`src/rtl/fp_sqr_arbiter_pkg.sv`:
```
// Shared constants and exception encodings for the FP(8,23) squarer arbiter.
package fp_sqr_arb_pkg;

    localparam int FP_W = 34;
    localparam int WE   = 8;
    localparam int WF   = 23;
    localparam int BIAS = 127;

    typedef enum logic [1:0] {
        EXC_ZERO   = 2'b00,
        EXC_NORMAL = 2'b01,
        EXC_INF    = 2'b10,
        EXC_NAN    = 2'b11
    } exc_t;

endpackage

```
`src/rtl/fp_sqr_arbiter_if.sv`:
```
// Requester and response bundle between activation units and the shared squarer.
interface fp_sqr_arbiter_if
    import fp_sqr_arb_pkg::*;
#(
    parameter int N   = 4,
    parameter int IDW = 2
);
    logic [N-1:0]           req_valid;
    logic [N-1:0]           req_ready;
    logic [N-1:0][FP_W-1:0] req_data;
    logic                   resp_valid;
    logic                   resp_ready;
    logic [FP_W-1:0]        resp_data;
    logic [IDW-1:0]         resp_id;
    logic                   busy;

    modport master (
        output req_valid, req_data, resp_ready,
        input  req_ready, resp_valid, resp_data, resp_id, busy
    );

    modport slave (
        input  req_valid, req_data, resp_ready,
        output req_ready, resp_valid, resp_data, resp_id, busy
    );
endinterface

```
`src/rtl/fp_sqr_arbiter_pipe.sv`:
```
// Combinational FP(8,23) squarer followed by LAT register stages carrying valid/id/data.
module FPsqr
    import fp_sqr_arb_pkg::*;
(
    input  logic [FP_W-1:0] X,
    output logic [FP_W-1:0] R
);
    logic [WF:0]        mant;
    logic [2*WF+1:0]    prod;
    logic [WF-1:0]      frac;
    logic               guard, sticky, rnd;
    logic [WE+2:0]      ex;
    logic [WE+WF+2:0]   sum;
    logic               unused_sign;

    // Squares are always non-negative, so the input sign never matters.
    assign unused_sign = X[WE+WF];

    always_comb begin
        mant = {1'b1, X[WF-1:0]};
        prod = mant * mant;
        if (prod[2*WF+1]) begin
            frac   = prod[2*WF:WF+1];
            guard  = prod[WF];
            sticky = |prod[WF-1:0];
        end else begin
            frac   = prod[2*WF-1:WF];
            guard  = prod[WF-1];
            sticky = |prod[WF-2:0];
        end
        rnd = guard & (sticky | frac[0]);
        // Signed 11-bit exponent; rounding carry ripples from the fraction into it.
        ex  = {2'b00, X[WE+WF-1:WF], 1'b0} - (WE+3)'(BIAS) + (WE+3)'(prod[2*WF+1]);
        sum = {ex, frac} + (WE+WF+3)'(rnd);
        R   = '0;
        case (exc_t'(X[FP_W-1:FP_W-2]))
            EXC_NORMAL: begin
                if (sum[WE+WF+2])
                    R = '0;
                else if (|sum[WE+WF+1:WE+WF])
                    R = {EXC_INF, (FP_W-2)'(0)};
                else
                    R = {EXC_NORMAL, 1'b0, sum[WE+WF-1:0]};
            end
            EXC_INF: R = {EXC_INF, (FP_W-2)'(0)};
            EXC_NAN: R = {EXC_NAN, (FP_W-2)'(0)};
            default: R = '0;
        endcase
    end
endmodule

module fp_sqr_pipe
    import fp_sqr_arb_pkg::*;
#(
    parameter int LAT = 2,
    parameter int IDW = 2
)(
    input  logic            clk,
    input  logic            rst,
    input  logic            in_valid,
    input  logic [IDW-1:0]  in_id,
    input  logic [FP_W-1:0] in_data,
    output logic            out_valid,
    output logic [IDW-1:0]  out_id,
    output logic [FP_W-1:0] out_data
);
    localparam int STAGES = LAT - 1;

    logic [FP_W-1:0]              sq;
    logic [STAGES:0]              vld_pipe;
    logic [STAGES:0][IDW-1:0]     id_pipe;
    logic [STAGES:0][FP_W-1:0]    dat_pipe;

    FPsqr u_sqr (.X(in_data), .R(sq));

    always_ff @(posedge clk) begin
        if (rst) begin
            vld_pipe <= '0;
        end else begin
            vld_pipe[0] <= in_valid;
            for (int k = 1; k <= STAGES; k++) vld_pipe[k] <= vld_pipe[k-1];
        end
    end

    always_ff @(posedge clk) begin
        id_pipe[0]  <= in_id;
        dat_pipe[0] <= sq;
        for (int k = 1; k <= STAGES; k++) begin
            id_pipe[k]  <= id_pipe[k-1];
            dat_pipe[k] <= dat_pipe[k-1];
        end
    end

    assign out_valid = vld_pipe[STAGES];
    assign out_id    = id_pipe[STAGES];
    assign out_data  = dat_pipe[STAGES];
endmodule

```
`src/rtl/fp_sqr_arbiter.sv`:
```
// Round-robin, credit-limited front end sharing one squarer pipe among N requesters.
// Define FP_SQR_ARB_STATS_EN to add per-requester saturating grant counters (grant_cnt).
module fp_sqr_arbiter
    import fp_sqr_arb_pkg::*;
#(
    parameter int N     = 4,
    parameter int LAT   = 2,
    parameter int DEPTH = 4,
    parameter int IDW   = 2
)(
    input  logic clk,
    input  logic rst,
    fp_sqr_arbiter_if.slave bus
`ifdef FP_SQR_ARB_STATS_EN
    ,
    output logic [N*16-1:0] grant_cnt
`endif
);
    // DEPTH must be a power of two so the wrapping pointers index the FIFO directly.
    localparam int AW = $clog2(DEPTH);
    localparam int CW = $clog2(DEPTH + 1);

    typedef struct packed {
        logic [IDW-1:0]  id;
        logic [FP_W-1:0] data;
    } resp_t;

    logic [IDW-1:0]  rr, gnt_id, idx;
    logic [N-1:0]    grant;
    logic            found, can_issue, issue, pop;
    logic [CW-1:0]   cnt;
    int              s;

    logic            pipe_vld;
    logic [IDW-1:0]  pipe_id;
    logic [FP_W-1:0] pipe_data;

    resp_t           mem [DEPTH];
    logic [AW:0]     wptr, rptr;
    logic            empty, full, wr_en;

    // Credits cover in-flight plus buffered results, so a grant implies a FIFO slot.
    assign can_issue = !rst && (cnt < CW'(DEPTH));

    always_comb begin
        grant  = '0;
        gnt_id = '0;
        found  = 1'b0;
        s      = 0;
        idx    = '0;
        for (int k = 0; k < N; k++) begin
            s = int'(rr) + k;
            if (s >= N) s = s - N;
            idx = IDW'(s);
            if (can_issue && !found && bus.req_valid[idx]) begin
                grant[idx] = 1'b1;
                gnt_id     = idx;
                found      = 1'b1;
            end
        end
    end

    assign issue         = found;
    assign pop           = bus.resp_valid && bus.resp_ready;
    assign bus.req_ready = grant;
    assign bus.busy      = (cnt != '0);

    always_ff @(posedge clk) begin
        if (rst) begin
            rr  <= '0;
            cnt <= '0;
        end else begin
            cnt <= cnt + CW'(issue) - CW'(pop);
            if (issue) rr <= (gnt_id == IDW'(N-1)) ? '0 : gnt_id + 1'b1;
        end
    end

    fp_sqr_pipe #(.LAT(LAT), .IDW(IDW)) u_pipe (
        .clk       (clk),
        .rst       (rst),
        .in_valid  (issue),
        .in_id     (gnt_id),
        .in_data   (bus.req_data[gnt_id]),
        .out_valid (pipe_vld),
        .out_id    (pipe_id),
        .out_data  (pipe_data)
    );

    assign empty = (wptr == rptr);
    assign full  = (wptr[AW] != rptr[AW]) && (wptr[AW-1:0] == rptr[AW-1:0]);
    assign wr_en = pipe_vld && !full;

    always_ff @(posedge clk) begin
        if (rst) begin
            wptr <= '0;
            rptr <= '0;
        end else begin
            if (wr_en) wptr <= wptr + 1'b1;
            if (pop)   rptr <= rptr + 1'b1;
        end
    end

    always_ff @(posedge clk) begin
        if (wr_en) mem[wptr[AW-1:0]] <= '{id: pipe_id, data: pipe_data};
    end

    // Zeroed outputs while empty keep the bus quiet after reset and between bursts.
    assign bus.resp_valid = !empty;
    assign bus.resp_data  = empty ? '0 : mem[rptr[AW-1:0]].data;
    assign bus.resp_id    = empty ? '0 : mem[rptr[AW-1:0]].id;

`ifdef FP_SQR_ARB_STATS_EN
    always_ff @(posedge clk) begin
        if (rst) begin
            grant_cnt <= '0;
        end else begin
            for (int i = 0; i < N; i++)
                if (grant[i] && grant_cnt[i*16 +: 16] != 16'hFFFF)
                    grant_cnt[i*16 +: 16] <= grant_cnt[i*16 +: 16] + 16'd1;
        end
    end
`endif
endmodule
```
`src/flat_wrapper.sv`:
```
// flat-port wrapper written by rule: the top's interface ports become plain ports
module fp_sqr_arbiter_flat import fp_sqr_arb_pkg::*;
#(
    parameter int N     = 4,
    parameter int LAT   = 2,
    parameter int DEPTH = 4,
    parameter int IDW   = 2
)
  (clk, rst, bus_req_valid, bus_req_data, bus_resp_ready, bus_req_ready, bus_resp_valid, bus_resp_data, bus_resp_id, bus_busy);
  fp_sqr_arbiter_if #(.N(N), .IDW(IDW)) bus_i ();
  input  logic clk;
  input  logic rst;
  input wire logic [$bits(bus_i.req_valid)-1:0] bus_req_valid;
  input wire logic [$bits(bus_i.req_data)-1:0] bus_req_data;
  input wire logic [$bits(bus_i.resp_ready)-1:0] bus_resp_ready;
  output wire logic [$bits(bus_i.req_ready)-1:0] bus_req_ready;
  output wire logic [$bits(bus_i.resp_valid)-1:0] bus_resp_valid;
  output wire logic [$bits(bus_i.resp_data)-1:0] bus_resp_data;
  output wire logic [$bits(bus_i.resp_id)-1:0] bus_resp_id;
  output wire logic [$bits(bus_i.busy)-1:0] bus_busy;
  assign bus_i.req_valid = bus_req_valid;
  assign bus_i.req_data = bus_req_data;
  assign bus_i.resp_ready = bus_resp_ready;
  assign bus_req_ready = bus_i.req_ready;
  assign bus_resp_valid = bus_i.resp_valid;
  assign bus_resp_data = bus_i.resp_data;
  assign bus_resp_id = bus_i.resp_id;
  assign bus_busy = bus_i.busy;
  fp_sqr_arbiter #(.N(N), .LAT(LAT), .DEPTH(DEPTH), .IDW(IDW)) u_core (.clk(clk), .rst(rst), .bus(bus_i));
endmodule
```
`config.mk`:
```
export PLATFORM = sky130hd
export DESIGN_NAME = fp_sqr_arbiter_flat
export DESIGN_NICKNAME = d
export VERILOG_FILES = /design/src/rtl/fp_sqr_arbiter_pkg.sv /design/src/rtl/fp_sqr_arbiter_if.sv /design/src/rtl/fp_sqr_arbiter_pipe.sv /design/src/rtl/fp_sqr_arbiter.sv /design/src/flat_wrapper.sv
export SDC_FILE = /design/constraint.sdc
export NUM_CORES = 1
export LEC_CHECK = 0
export BUFFER_PORTS_ARGS = -buffer_cell sky130_fd_sc_hd__buf_4
export CAP_MARGIN = 0
export CORE_MARGIN = 3
export CORE_UTILIZATION = 60
export CTS_BUF_LIST = sky130_fd_sc_hd__clkbuf_2 sky130_fd_sc_hd__clkbuf_4 sky130_fd_sc_hd__clkbuf_8
export DETAILED_ROUTE_END_ITERATION = 10
export GPL_TIMING_DRIVEN = 0
export HOLD_SLACK_MARGIN = 0.08
export PLACE_DENSITY = 0.76
export REMOVE_ABC_BUFFERS = 1
export SLEW_MARGIN = 20
export SYNTH_ARGS = -nofsm -noshare
export SYNTH_HDL_FRONTEND = slang
export SYNTH_SLANG_ARGS = --single-unit
```
`constraint.sdc`:
```
create_clock -name clk -period 16 [get_ports clk]
set_clock_uncertainty 0.15 [all_clocks]
set_input_delay 0.8 -clock clk [delete_from_list [all_inputs] [get_ports clk]]
set_output_delay 0.8 -clock clk [all_outputs]
set_load 0.03 [all_outputs]
```
==> results of run 1 <==
## how the worst min path moves through the flow
| stage | slack, ns | depth (start not counted) | from | to |
|---|---|---|---|---|
| final | 0.16 | 0 | u_core.u_pipe.dat_pipe[26] | u_core.u_pipe.out_data[26] |
| after global routing | 0.17 | 0 | u_core.u_pipe.dat_pipe[25] | u_core.u_pipe.out_data[25] |
| after CTS | 0.17 | 0 | u_core.u_pipe.dat_pipe[15] | u_core.u_pipe.out_data[15] |
| after detailed placement | 0.16 | 0 | u_core.u_pipe.dat_pipe[15] | u_core.u_pipe.out_data[15] |
| after global placement | 0.16 | 0 | u_core.u_pipe.dat_pipe[5] | u_core.u_pipe.out_data[5] |
| after floorplan | 0.16 | 0 | u_core.u_pipe.dat_pipe[0] | u_core.u_pipe.out_data[0] |
## synthesized netlist by cell type (all sizes together) (7+ instances only)
cell type / instances
a211oi: 13
a21boi: 8
a21o: 17
a21oi: 68
a22oi: 9
a31oi: 12
and2: 39
and3: 17
buf: 43
clkbuf: 76
dfxtp: 85
edfxtp: 140
fa: 425
ha: 181
inv: 650
mux2: 15
mux2i: 81
mux4: 36
nand2: 316
nand2b: 10
nand3: 39
nand4: 23
nor2: 161
nor2b: 41
nor3: 52
nor4: 14
nor4b: 15
o2111ai: 9
o211ai: 16
o21a: 13
o21ai: 52
o21bai: 7
or3: 12
xnor2: 52
xor2: 25
## cell families (layout without fill, tap and decap cells)
group           count (synthesis)  count (layout)  share of synthesized area [%]
compound gates                293             293                           7.29
xor+xnor                       77              77                           2.55
fa+ha+maj                     606             606                           38.6
buf+inv                       775             910                           10.6
flops                         225             225                           21.1
mux                           132             132                           6.46
other cells                     1               1                         0.0134
simple gates                  770             770                           13.4
## worst reg2reg max path: cells and delay by family (launching register included)
kind | cells | cell delay (ns)
AO/OA/AOI/OAI | 6 | 1.76
adder cells (fa/ha/maj) | 10 | 4.56
AND/OR/NAND/NOR | 13 | 4.51
XOR/XNOR | 1 | 0.51
multiplexers | 2 | 0.83
buffers and inverters | 12 | 2.24
flip-flops | 1 | 0.60
## layout make-up
class	instances	area share [%]
sequential	225	19.3
timing repair buffer	196	5.56
multi-input combinational	1879	62.4
tap	600	2.45
inverter	656	8.06
clock inverter	4	0.155
clock buffer	54	2.04
## routing by layer
metal	up-vias	part of all wire, %	global-route usage [%]
met4	0	3.1	8.67
li1	9409	-	-
met1	10265	40	37.1
met2	857	49	48.5
met5	-	0	0
met3	133	7.8	4.79
## state kept, by name, indices dropped and copies added (netlist names), named ones only
signal,count
u_core.mem,140
u_core.u_pipe.dat_pipe,33
u_core.u_pipe.out_data,33
u_core.cnt,3
u_core.rptr,3
u_core.wptr,3
u_core.rr,2
u_core.u_pipe.id_pipe,2
u_core.u_pipe.out_id,2
u_core.u_pipe.vld_pipe,2
## repair_timing
item	in CTS	in global routing
hold buffers	0	0
resized for setup	0	1
setup endpoints to repair	0	1
## per-stage QoR
stage | hold slack [ns] | std cells | utilization (%) | TNS [ns] | area [µm²]
after floorplan | 0.160 | 2760 | - | 0 | 27400
after global placement | 0.160 | 3539 | 64.6 | -93.66 | 29500
after detailed placement | 0.162 | 3556 | 65.6 | 0 | 30000
after CTS | 0.171 | 3614 | 67.0 | 0 | 30600
after global routing | 0.175 | 3614 | 67.1 | 0 | 30600
final | 0.164 | 3614 | 67.1 | 0 | 30600
==> key figures, run 1 <==
Layout
  • Post-synthesis to final-layout area growth: 9.69%
  • Commonest cells after routing, fill and taps aside: inv_1, fa_1, nand2_1
  • Final nets: 3,738
  • Combined area of the multi-input logic cells: ~0.019 mm²
  • Total of fill cells in the finished design: 3,528
  • ANT cells: 0
  • Flip-flop and latch area: about 0.0059 mm²
  • Fraction of layout cells with a size suffix above 1: roughly 12%
  • Most common cell after layout, fill and taps aside: inv_1

Clocking
  • Clock Root Buffer: clkbuf_8
  • CTS Buffer Depth: 3
  • Register clock-pin slew on the reported worst setup and hold paths: 0.06 ns
  • Clock tree from TritonCTS: built
  • Clock latency on the worst-skew pair: about 0.54 ns
  • Setup bufs post-CTS: 0
  • CTS H-Tree Depth: 1
  • Clock Sinks: ~230
  • CTS buffer count: 31

Critical path
  • Instance count on the critical path: 44
  • Arrival time worst endpoint: around 16 ns
  • Crit path kind: reg2reg
  • Worst endpoint required time: 16.27 ns
  • Nature of the critical path endpoint: flop
  • Crit path buffers/inverters: 12
  • Worst path most repeated cell: inv_1
  • Kind of cell adding the most delay to the critical path: adder cells
  • Capture instance of the worst register-to-register path: u_core.u_pipe.dat_pipe[11]
  • Critical path peak fanout: 41
  • Worst-path cell with the longest stage delay: and2_1
  • Critical Path Source Type: flop
  • Startpoint of the lowest-slack register-to-register path: u_core.rr[0]
  • Register-to-register setup slack: approximately 0.74 ns
  • Worst setup path start: u_core.rr[0]
  • Count of cells along the worst register-to-register path: 44
  • Largest stage delay, worst path: about 0.94 ns
  • Endpoint of the worst setup timing path: u_core.u_pipe.dat_pipe[11]

Yosys
  • Cells after Synth: about 2,900
  • Number of distinct library cell variants in the gate-level netlist after synthesis: 100
  • Top area cells in the synthesized netlist: fa_1, edfxtp_1, inv_1
  • Flip-flop and latch count after synthesis: approximately 230
  • Synthesized cell area: about 0.028 mm²
  • Library cell with the largest summed area after synthesis: fa_1
  • EDFF count, synth: 140
  • Part of the Yosys area used for sequential elements: between 20% and 30%
  • Number of warnings issued by yosys: 0
  • Post-synth top flop: edfxtp_1
  • Top cell type's share of synthesized area: between 30 and 40%
  • Synth async-reset ratio: 0%
  • Post-synthesis area per instance: slightly below 10 µm²

GRT
  • Vias in the first global route: about 22,000
  • Largest net degree at the start of global routing: between 40 and 50
  • Global-route total usage across every layer: roughly 28%
  • Global-route wire length before repair: roughly 110,000 µm
  • Overflow left after global routing: 0
  • Antenna violations before repair: 0

Timing
  • Min Clock Period, post-route: between 15 and 20 ns
  • Setup repair after global routing missed its margin: no
  • Relative slew margins: between 10% and 20%
  • Final worst path period share: 95.4%
  • Number of endpoints failing setup at the final stage: 0
  • Max Slew Vio Count: 0
  • Fmax: between 60 and 70 MHz
  • Slew at the pin with the worst max-slew slack: between 1 and 1.5 ns
  • Worst Setup Slack, final: 0.740 ns
  • Number of hold violations in the final report: 0

Die
  • Area inside the core boundary: 0.0457 mm²
  • Initial Utilization: between 60 and 70%
  • Cell Rows: 78
  • Die X: between 200 and 250 µm
  • Top Ports: 185
  • Die boundary height: around 220 µm
  • Area of the die: 0.0492 mm²

Route
  • Number of routed nets with antenna violations: 0
  • First-iteration detailed-routing DRC count: between 1,500 and 2,000
  • Average routed wire per standard cell: around 19 µm
  • Pre-Repair DR Iteration Count: 6
  • Number of vias after detailed routing: 20,664
  • DRC errors left: 0
  • Wire length after detailed routing: between 60,000 and 70,000 µm
  • Number of vias per cell after detailed routing: about 5.7

Job
  • Max Cap Viol: 0

Placed design
  • Place WS: 0.777 ns
  • GP Congestion: 0.934
  • Sum of net half-perimeters after detailed placement: between 50,000 and 60,000 µm
  • Quantity of I/O buffers inserted on ports: between 150 and 200

Min path
  • Type of the worst min-delay path: reg2reg

Outcome
  • Outcome: finished clean
Power of run 1 is not shown: default switching activity piles up to over one toggle a cycle in this logic, so the estimate is an artifact.
==> inputs of run 2 (changes only) <==
Settings changed: HOLD_SLACK_MARGIN 0.08 to 0.12, PLACE_DENSITY 0.76 to 0.79.
==> key figures, run 2 (synthesized netlist as in run 1, its figures left out) <==
Outcome
  • Outcome: finished clean

Timing
  • Relative slew margins: between 20% and 30%
  • Slew at the pin with the worst max-slew slack: ~1.2 ns
  • Setup repair after global routing missed its margin: no
  • Min Clock Period, post-route: around 15 ns
  • Number of hold violations in the final report: 0
  • Max Slew Vio Count: 0
  • Fmax: ~66 MHz
  • Final worst path period share: between 90% and 100%
  • Number of endpoints failing setup at the final stage: 0

Route
  • DRC errors left: 0
  • Number of vias per cell after detailed routing: just under 6
  • Number of vias after detailed routing: about 21,000
  • Pre-Repair DR Iteration Count: 5
  • Number of routed nets with antenna violations: 0
  • Wire length after detailed routing: a little under 70,000 µm
  • First-iteration detailed-routing DRC count: 1,575
  • Average routed wire per standard cell: 19.3 µm

Clocking
  • Clock Sinks: about 230
  • CTS buffer count: 31
  • Count of hold buffers inserted by post-cts repair: 0
  • Clock Root Buffer: clkbuf_8
  • CTS Buffer Depth: 3
  • Clock tree from TritonCTS: built
  • Register clock-pin slew on the reported worst setup and hold paths: about 0.07 ns
  • Clock latency on the worst-skew pair: about 0.54 ns
  • CTS H-Tree Depth: 1

Die
  • Die X: ~220 µm
  • Top Ports: roughly 190
  • Area of the die: 0.0492 mm²
  • Die boundary height: ~220 µm
  • Cell Rows: 78
  • Area inside the core boundary: between 0.04 and 0.05 mm²
  • Initial Utilization: approximately three fifths

Layout
  • Final non-filler cell area: 0.0306 mm²
  • Commonest cells after routing, fill and taps aside: inv_1, fa_1, nand2_1
  • Total of fill cells in the finished design: 3,512
  • Largest register FFs: 140
  • Final nets: between 3,000 and 4,000
  • Fraction of layout cells with a size suffix above 1: about 12%
  • Most common cell after layout, fill and taps aside: inv_1
  • Post-synthesis to final-layout area growth: 9.59%

Critical path
  • Critical path peak fanout: 31
  • Nature of the critical path endpoint: flop
  • Crit path kind: reg2reg
  • Count of cells along the worst register-to-register path: 48
  • Arrival time worst endpoint: around 15 ns
  • Worst path most repeated cell: inv_1
  • Largest stage delay, worst path: around 0.74 ns
  • Instance count on the critical path: between 40 and 50
  • Worst-path cell with the longest stage delay: and2_1
  • Critical Path Source Type: flop
  • Crit path buffers/inverters: 16
  • Worst endpoint required time: 16.27 ns
  • Kind of cell adding the most delay to the critical path: adder cells

GRT
  • Global-route total usage across every layer: between 20% and 30%
  • Overflow left after global routing: 0
  • Vias in the first global route: approximately 22,000
  • Antenna violations before repair: 0
  • Largest net degree at the start of global routing: 45
  • Global-route wire length before repair: 114,000 µm

Min path
  • Type of the worst min-delay path: reg2reg
  • Number of stages on the worst hold path: 0

Placed design
  • GP Congestion: between 0.9 and 1
  • Sum of net half-perimeters after detailed placement: around 55,000 µm
  • Quantity of I/O buffers inserted on ports: about 180
  • Placed Instance Area: 0.0299 mm²

Job
  • Max Cap Viol: 0
-- run 2: changes by cell type in the layout (fill, tap and decap cells not counted), moves of 2 or more --
cell,delta
clkbuf_4,-8
clkbuf_8,+3
and2_0,-2
and2_2,+2
clkinv_1,+2
clkinv_2,+2
-- run 2: final timing paths --
kind	startpoint	endpoint	slack [ns]
hold / removal	u_core.u_pipe.id_pipe[1]	u_core.u_pipe.out_id[1]	0.18
setup / recovery	u_core.rr[0]	u_core.u_pipe.dat_pipe[9]	0.80
setup reg to reg	u_core.rr[0]	u_core.u_pipe.dat_pipe[9]	0.80
hold reg to reg	u_core.u_pipe.id_pipe[1]	u_core.u_pipe.out_id[1]	0.18
-- run 2: per-layer routing --
layer	global-route usage, %	share of wire [%]
met2	49.3	50
met5	0	0
met3	4.34	7.4
met4	8.61	2.8
met1	37.3	40
-- run 2: worst reg2reg max path, delay by kind of cell (launching register included) --
kind,cells,cell delay (ns)
buffers and inverters,16,2.70
AND/OR/NAND/NOR,12,3.68
flip-flops,1,0.63
multiplexers,1,0.37
XOR/XNOR,1,0.49
AO/OA/AOI/OAI,8,2.40
adder cells (fa/ha/maj),10,4.68
-- run 2: final cells by class --
type	count	area (µm²)	area share (%)
Antenna cell	1	2.50	0.00818
Clock buffer	49	606	1.98
Clock inverter	9	67.6	0.221
Inverter	656	2470	8.08
Multi-Input combinational cell	1879	19100	62.5
Sequential cell	225	5910	19.3
Tap cell	600	751	2.45
Timing Repair Buffer	194	1660	5.43
-- run 2: timing repair --
action | CTS | global route
resized for setup | 1 | 4
endpoints found under the setup margin | 12 | 20
buffers inserted | 0 | 0
cloned | 0 | 0
-- run 2: stage by stage --
stage	hold WS [ns]	instances	util [%]	setup WS, ns	setup TNS (ns)
after detailed placement	0.162	3553	65.4	-0.146	-0.381
after global routing	0.179	3612	67.0	0.0241	0
after floorplan	0.160	2760	-	1.18	0
after global placement	0.160	3539	64.6	-2.93	-89.77
after CTS	0.175	3611	66.9	0.0501	0
final	0.175	3613	67.0	0.795	0
Power of run 2 is left out for the same reason.
==> inputs of run 3 (changes only) <==
Settings changed: CORE_ASPECT_RATIO set to 0.9.
Clock period 16 ns to 14.2 ns, I/O delays scaled along.
==> key figures, run 3 (synthesized netlist as in run 1, its figures left out) <==
Critical path
  • Critical path peak fanout: 31
  • Endpoint of the worst setup timing path: u_core.u_pipe.dat_pipe[13]
  • Register-to-register setup slack: 0.56 ns
  • Worst-path cell with the longest stage delay: fa_1
  • Worst endpoint required time: between 10 and 15 ns
  • Largest stage delay, worst path: 0.54 ns
  • Startpoint of the lowest-slack register-to-register path: u_core.rr[0]
  • Count of cells along the worst register-to-register path: 46
  • Worst setup path start: u_core.rr[0]
  • Crit path kind: reg2reg
  • Critical Path Source Type: flop
  • Capture instance of the worst register-to-register path: u_core.u_pipe.dat_pipe[13]
  • Nature of the critical path endpoint: flop
  • Arrival time worst endpoint: between 10 and 15 ns

Route
  • Number of vias after detailed routing: roughly 21,000
  • Number of vias per cell after detailed routing: approximately 5.8
  • DRC errors left: 0
  • Pre-Repair DR Iteration Count: 6
  • Number of routed nets with antenna violations: 0
  • Wire length after detailed routing: roughly 74,000 µm
  • Average routed wire per standard cell: slightly above 20 µm
  • First-iteration detailed-routing DRC count: between 1,500 and 2,000

Die
  • Area of the die: slightly below 0.05 mm²
  • Die X: between 200 and 250 µm
  • Die boundary height: around 210 µm
  • Area inside the core boundary: about 0.046 mm²
  • Initial Utilization: approximately three fifths
  • Cell Rows: 74
  • Top Ports: about 190

Layout
  • Most common cell after layout, fill and taps aside: inv_1
  • Commonest cells after routing, fill and taps aside: inv_1, fa_1, nand2_1
  • ANT cells: 0
  • Post-synthesis to final-layout area growth: 10.9%
  • Total of fill cells in the finished design: 3,429
  • Largest register FFs: 140
  • Final nets: between 3,000 and 4,000
  • Fraction of layout cells with a size suffix above 1: between 10% and 20%

GRT
  • Overflow left after global routing: 0
  • Vias in the first global route: 22,415
  • Largest net degree at the start of global routing: 35
  • Antenna violations before repair: 0
  • Global-route wire length before repair: approximately 120,000 µm
  • Global-route total usage across every layer: 30.8%

Clocking
  • Clock latency on the worst-skew pair: approximately 0.52 ns
  • Clock Root Buffer: clkbuf_8
  • Clock tree from TritonCTS: built
  • CTS buffer count: 35
  • Clock Sinks: roughly 230
  • CTS Buffer Depth: 3
  • Register clock-pin slew on the reported worst setup and hold paths: about 0.060 ns
  • CTS H-Tree Depth: 2

Job
  • Max Cap Viol: 0

Timing
  • Final worst path period share: a little over nine tenths
  • Max Slew Vio Count: 0
  • Relative slew margins: 27.9%
  • Worst Setup Slack, final: between 0.5 and 0.6 ns
  • Fmax: ~73 MHz
  • Number of endpoints failing setup at the final stage: 0
  • Setup repair after global routing missed its margin: no
  • Number of hold violations in the final report: 0
  • Slew at the pin with the worst max-slew slack: around 1.1 ns
  • Min Clock Period, post-route: ~14 ns

Outcome
  • Outcome: finished clean

Min path
  • Type of the worst min-delay path: reg2reg

Placed design
  • Quantity of I/O buffers inserted on ports: 179
  • GP Congestion: between 0.9 and 1
  • Place WS: -1.69 ns
  • Sum of net half-perimeters after detailed placement: between 50,000 and 60,000 µm
-- run 3: cell count changes in the layout (fill, tap and decap cells not counted), sizes merged --
cell and change:
clkinv +3, and3 +1, clkbuf +3, buf +24, inv -6, bufinv -1
xor2 +2, diode -1, clkinvlp +6
-- run 3: routing by layer --
| layer | GRT usage [%] | routed length, µm | share of wire [%] |
|---|---|---|---|
| met1 | 42.0 | 29500 | 40 |
| met2 | 51.7 | 35000 | 48 |
| met3 | 4.81 | 6890 | 9.3 |
| met4 | 8.76 | 2360 | 3.2 |
| met5 | 0 | 0 | 0 |
-- run 3: through the flow --
step                      area (µm²)  utilization, %  hold WS [ns]  cells  setup TNS, ns
after global routing           31000            67.9         0.156   3652              0
final                          31000            67.9         0.146   3652              0
after floorplan                27400               -         0.160   2760         -17.93
after CTS                      30900            67.8         0.146   3649              0
after global placement         29500            64.7         0.160   3547        -159.34
after detailed placement       30000            65.7         0.162   3564         -40.85
-- run 3: worst max-delay path, delay by kind of cell, from the launching register on --
family / cells / cell delay [ns]
AND/OR/NAND/NOR: 15 / 3.89
buffers and inverters: 13 / 1.90
flip-flops: 1 / 0.48
AO/OA/AOI/OAI: 6 / 1.85
multiplexers: 1 / 0.36
adder cells (fa/ha/maj): 10 / 4.52
XOR/XNOR: 1 / 0.26
-- run 3: layout make-up --
type | count | area [µm²] | share of cell area (%)
multi-input combinational | 1882 | 19200 | 62.0
sequential | 225 | 5910 | 19.1
inverter | 656 | 2510 | 8.09
timing repair buffer | 218 | 1880 | 6.07
tap | 608 | 761 | 2.46
clock buffer | 52 | 634 | 2.05
clock inverter | 11 | 61.3 | 0.198
-- run 3: timing repair --
action                                  4_1_cts  5_1_grt
setup buffers                                19        3
hold buffers                                  0        0
gates cloned                                  3        0
endpoints found under the setup margin       33       31
pin swaps                                     1        0
resized for setup                            48        8
-- run 3: worst min path at each step --
| stage | startpoint | to | slack, ns | depth (start not counted) |
|---|---|---|---|---|
| after floorplan | u_core.u_pipe.dat_pipe[0] | u_core.u_pipe.out_data[0] | 0.16 | 0 |
| after global placement | u_core.u_pipe.id_pipe[0] | u_core.u_pipe.out_id[0] | 0.16 | 0 |
| after detailed placement | u_core.u_pipe.dat_pipe[10] | u_core.u_pipe.out_data[10] | 0.16 | 0 |
| after CTS | u_core.u_pipe.dat_pipe[0] | u_core.u_pipe.out_data[0] | 0.15 | 0 |
| after global routing | u_core.u_pipe.dat_pipe[0] | u_core.u_pipe.out_data[0] | 0.16 | 0 |
| final | u_core.u_pipe.dat_pipe[0] | u_core.u_pipe.out_data[0] | 0.15 | 0 |
Power of run 3 is left out for the same reason.
